==> src/rtl/bit_serial_adder_pkg.sv <==
// Shared ALU definitions: serial-adder state encoding and add/sub opcode values.
package bit_serial_adder_pkg;

    typedef enum logic [1:0] {
        IDLE = 2'd0,
        RUN  = 2'd1,
        DONE = 2'd2
    } state_t;

    localparam logic ALU_OP_ADD = 1'b0;
    localparam logic ALU_OP_SUB = 1'b1;

endpackage

==> src/rtl/bit_serial_adder_fa.sv <==
// Purely combinational one-bit full-adder cell shared by the serial ALU path.
module one_bit_adder (
    input  logic cin,
    input  logic in0,
    input  logic in1,
    output logic out,
    output logic cout
);

    assign out  = in0 ^ in1 ^ cin;
    assign cout = (in0 & in1) | (cin & (in0 ^ in1));

endmodule

==> src/rtl/bit_serial_adder.sv <==
// LSB-first serial add/subtract: one operand bit per clock through a single full-adder,
// with carry held in a flop; result, carry-out and signed overflow presented with a done pulse.
module bit_serial_adder
    import bit_serial_adder_pkg::*;
#(
    parameter int unsigned WIDTH = 32
) (
    input  logic             clk,
    input  logic             rst,
    input  logic             start,
    input  logic             sub,
    input  logic [WIDTH-1:0] a,
    input  logic [WIDTH-1:0] b,
    output logic             busy,
    output logic             done,
    output logic [WIDTH-1:0] sum,
    output logic             cout,
    output logic             overflow
);

    localparam int unsigned CNT_W = (WIDTH > 1) ? $clog2(WIDTH) : 1;

    state_t           state;
    logic [WIDTH-1:0] a_sr;
    logic [WIDTH-1:0] b_sr;
    logic             carry;
    logic [CNT_W-1:0] cnt;
    logic             fa_out;
    logic             fa_cout;
    logic             last_bit;
    logic             is_sub;

    assign last_bit = (cnt == CNT_W'(WIDTH - 1));
    assign is_sub   = (sub == ALU_OP_SUB);

    one_bit_adder u_fa (
        .cin  (carry),
        .in0  (a_sr[0]),
        .in1  (b_sr[0]),
        .out  (fa_out),
        .cout (fa_cout)
    );

    // Subtraction is a + ~b + 1: invert B on accept and seed the carry with 1.
    always_ff @(posedge clk or posedge rst) begin
        if (rst) begin
            state    <= IDLE;
            busy     <= 1'b0;
            done     <= 1'b0;
            sum      <= '0;
            cout     <= 1'b0;
            overflow <= 1'b0;
            a_sr     <= '0;
            b_sr     <= '0;
            carry    <= 1'b0;
            cnt      <= '0;
        end else begin
            case (state)
                IDLE: begin
                    if (start) begin
                        a_sr  <= a;
                        b_sr  <= b ^ {WIDTH{is_sub}};
                        carry <= is_sub;
                        cnt   <= '0;
                        sum   <= '0;
                        state <= RUN;
                        busy  <= 1'b1;
                    end
                end
                RUN: begin
                    carry <= fa_cout;
                    sum   <= {fa_out, sum[WIDTH-1:1]};
                    a_sr  <= a_sr >> 1;
                    b_sr  <= b_sr >> 1;
                    if (last_bit) begin
                        cnt      <= '0;
                        cout     <= fa_cout;
                        overflow <= carry ^ fa_cout;
                        state    <= DONE;
                        busy     <= 1'b0;
                        done     <= 1'b1;
                    end else begin
                        cnt <= cnt + CNT_W'(1);
                    end
                end
                DONE: begin
                    state <= IDLE;
                    done  <= 1'b0;
                end
                default: begin
                    state <= IDLE;
                    busy  <= 1'b0;
                    done  <= 1'b0;
                end
            endcase
        end
    end

endmodule

==> config.mk <==
export PLATFORM = sky130hd
export DESIGN_NAME = bit_serial_adder
export DESIGN_NICKNAME = d
export VERILOG_FILES = /design/src/rtl/bit_serial_adder_pkg.sv /design/src/rtl/bit_serial_adder_fa.sv /design/src/rtl/bit_serial_adder.sv
export SDC_FILE = /design/constraint.sdc
export NUM_CORES = 1
export LEC_CHECK = 0
export CAP_MARGIN = 20
export CELL_PAD_IN_SITES_DETAIL_PLACEMENT = 0
export CELL_PAD_IN_SITES_GLOBAL_PLACEMENT = 1
export CORE_MARGIN = 3
export CORE_UTILIZATION = 44
export CTS_BUF_LIST = sky130_fd_sc_hd__clkbuf_8
export CTS_CLUSTER_DIAMETER = 60
export CTS_CLUSTER_SIZE = 30
export DETAILED_ROUTE_END_ITERATION = 8
export PLACE_DENSITY = 0.95
export REMOVE_ABC_BUFFERS = 1
export SYNTH_ARGS = -nofsm -noshare
export SYNTH_HDL_FRONTEND = slang
export SYNTH_SLANG_ARGS = --single-unit
==> constraint.sdc <==
create_clock -name clk -period 8.6 [get_ports clk]
set_input_delay 1.29 -clock clk [delete_from_list [all_inputs] [get_ports clk]]
set_output_delay 1.29 -clock clk [all_outputs]
set_load 0.01 [all_outputs]
==> flow_summary_export.csv <==
group,metric,value,unit
status,outcome,"finished clean",
yosys,synth_top_family_by_area,"compound AO/OA/AOI/OAI gates",
cells_and_area,syn_to_final_growth,26.2,%
placement,gp_congestion,0.725,
placement,dp_slack,5.37,ns
timing,slew_violations,0,
critical_path,path_class,"input pin to register",
min_path,hold_path.class,"register to register",
floorplan,io_pins,104,
yosys,yosys.area_share.simple,9.41,%
clocking,path_clk_slew,0.10,ns
critical_path,critPathBufInv,2,
power_and_ir_drop,p_per_area,301,nW/um^2
critical_path,critPathMaxFanout,101,
route,vias_per_cell,5.46,
floorplan,fp.dieW,111,um
route,vias,3748,
route,drtPass1Iterations,4,
timing,tightest_slew,1.05,ns
power_and_ir_drop,leakage,2.56,nW
grt,grt_pass1_vias,3683,
critical_path,cp-startpoint,"start",
grt,grt_overflow,0,
min_path,hold_path.startpoint,"b_sr[23]",
floorplan,core,10500,um^2
yosys,synth_xor_area_share,6.00,%
grt,grt_max_degree,102,
route,wl,10900,um
yosys,yosysUniqueCellTypes,30,
floorplan,start_util,46.0,%
clocking,cts_sinks,108,
route,wl_per_cell,15.9,um
critical_path,regToRegStartpoint,"state[1]",
timing,rsz0062_at_grt,"no",
yosys,yosysSeqAreaShare,56.1,%
clocking,cts_buffers,9,
clocking,cts_root_buffer,"clkbuf_8",
placement,io_buffers,103,
critical_path,start_kind,"input pin",
clocking,cts_tree,"built",
timing,finalWorstSetupSlack,5.68,ns
yosys,ys_warn_count,0,
yosys,yosys_register_bits,108,
clocking,ctsResizeCount,0,
route,drt-initial-drc-count,284,
timing,slew-limit-headroom,30.2,%
timing,fin_crit,2.92,ns
timing,timing.final.hold_violations,0,
critical_path,cp_cell_sequence,"clkdlybuf4s50_1 > o21bai_4 > buf_4 > o21ai_1 > a21oi_1",
floorplan,dieArea,12200,um^2
yosys,synth_compound_area_share,22.5,%
clocking,post_cts_buffers,0,
floorplan,die-height,111,um
route,drc,0,
cells_and_area,drive_gt1_share,5.08,%
power_and_ir_drop,ir_drop,0.157,mV
yosys,async_flop_share,100,%
floorplan,rows,37,
placement,placed_area,5850,um^2
clocking,cts_hold_buf,0,
clocking,cts_buffer_depth,2,
placement,hpwl,6980,um
yosys,avgSynthCellArea,10.3,um^2
yosys,synth-adder-area-share,0.936,%
cells_and_area,fill_cells,945,
yosys,syn_inst,469,
route,detail-route-antenna-nets,0,
cells_and_area,final_common_cell,"dfrtp_1",
critical_path,required,8.89,ns
timing,tns,0,ns
yosys,synth_edf_count,0,
timing,finalCritPeriodShare,34.0,%
flow_run,maxCapViolations,0,
clocking,clk_latency,0.36,ns
grt,grt_antenna_before_repair,0,
cells_and_area,final_area,6080,um^2
clocking,htreeDepth,3,
cells_and_area,final_cell_mix,"dfrtp_1, clkdlybuf4s50_1, nand2_1",
cells_and_area,n_antenna_cell,0,
timing,report.final.setup_viol,0,
cells_and_area,fin_nets,617,
critical_path,cp_slowest_cell,"buf_4",
timing,fmax,342,MHz
yosys,synthesis.area,4810,um^2
critical_path,critical_path.endpoint_type,"register",
critical_path,path_delay_family,"buffers and inverters",
yosys,synth_mux_area_share,0,%
critical_path,critPathMaxStageDelay,0.76,ns
yosys,ys.flop_type,"dfrtp_1",
grt,grt_pass1_wl,18600,um
critical_path,crit_arrival,3.21,ns
grt,grt_use_total,18.1,%
timing,skew,0.0109,ns
[worst register-to-register path: stages, from the launching register on]
cell	delay, ns
dfrtp_2	0.97
o21bai_4	0.27
buf_4	0.76
o21ai_1	0.29
a21oi_1	0.16
[synth_stat cells (2+ instances only)]
| library cell | count | area share [%] |
|---|---|---|
| a21oi_1 | 6 | 0.62 |
| buf_2 | 21 | 2.2 |
| a22o_1 | 33 | 6.0 |
| nand3_1 | 2 | 0.21 |
| buf_4 | 8 | 1.2 |
| dfrtp_1 | 108 | 56 |
| nand2b_1 | 2 | 0.26 |
| inv_1 | 7 | 0.55 |
| and3_1 | 2 | 0.26 |
| xnor2_1 | 13 | 2.4 |
| o221ai_1 | 12 | 2.2 |
| nor2b_1 | 2 | 0.26 |
| a22oi_1 | 32 | 5.0 |
| clkbuf_1 | 11 | 0.86 |
| o21ai_1 | 26 | 2.7 |
| xor2_1 | 20 | 3.6 |
| ha_1 | 2 | 0.52 |
| nor2_1 | 22 | 1.7 |
| o21ai_0 | 49 | 5.1 |
| nand2_1 | 81 | 6.3 |
[flip-flops by register name, summed over array words and instances (netlist names)]
name,flops
cout,1
done,1
b_sr,32
a_sr,32
sum,32
carry,1
cnt,5
busy,1
state,2
overflow,1
[cell type report]
type	instances	area (um^2)	share of cell area [%]
Clock inverter	6	71.3	1.17
Clock buffer	10	138	2.26
Tap cell	136	170	2.80
Multi-Input combinational cell	313	1890	31.1
Sequential cell	108	2710	44.5
Timing Repair Buffer	107	1080	17.7
Inverter	7	28.8	0.473
[power breakdown]
| part | total (mW) | leakage, nW | switching (mW) | internal [mW] |
|---|---|---|---|---|
| Sequential | 0.884 | 1.37 | 0.159 | 0.725 |
| Combinational | 0.630 | 1.09 | 0.288 | 0.342 |
| Clock | 0.315 | 0.0991 | 0.171 | 0.145 |
| Total | 1.83 | 2.56 | 0.618 | 1.21 |
[layer usage]
layer	vias to the layer above	GRT usage, %	wire (um)
met5	-	0	0
met1	1844	26.0	5040
li1	1797	-	-
met4	0	4.68	116
met2	96	28.7	5310
met3	11	2.79	451
[cell families after synthesis]
group,count (synthesis)
AOI/OAI and AO/OA,163
xor gates and xnor gates,33
adders and majority gates,3
buffers and inverters,48
DFF,108
and+or+nand+nor,114
[worst paths after layout]
path                             to  slack [ns]  cells after the start
max in group asynchronous  state[1]        6.01                      3
hold / removal             b_sr[23]        0.49                      2
hold reg to reg            b_sr[23]        0.49                      2
min in group asynchronous    sum[1]        1.37                      2
setup reg to reg             cnt[3]        6.09                      4
setup / recovery             cnt[3]        5.68                      5
[per-stage QoR]
stage                     hold WS, ns  instances  power (mW)  util [%]
after floorplan                 0.450        428        1.22         -
after global placement          0.461        669        1.48      55.8
after detailed placement        0.472        670        1.53      55.9
after CTS                       0.496        686        1.85      57.9
after global routing            0.519        687        1.97      58.1
final                           0.487        687        1.83      58.1
No activity file was read; power rests on OpenSTA's default activity.
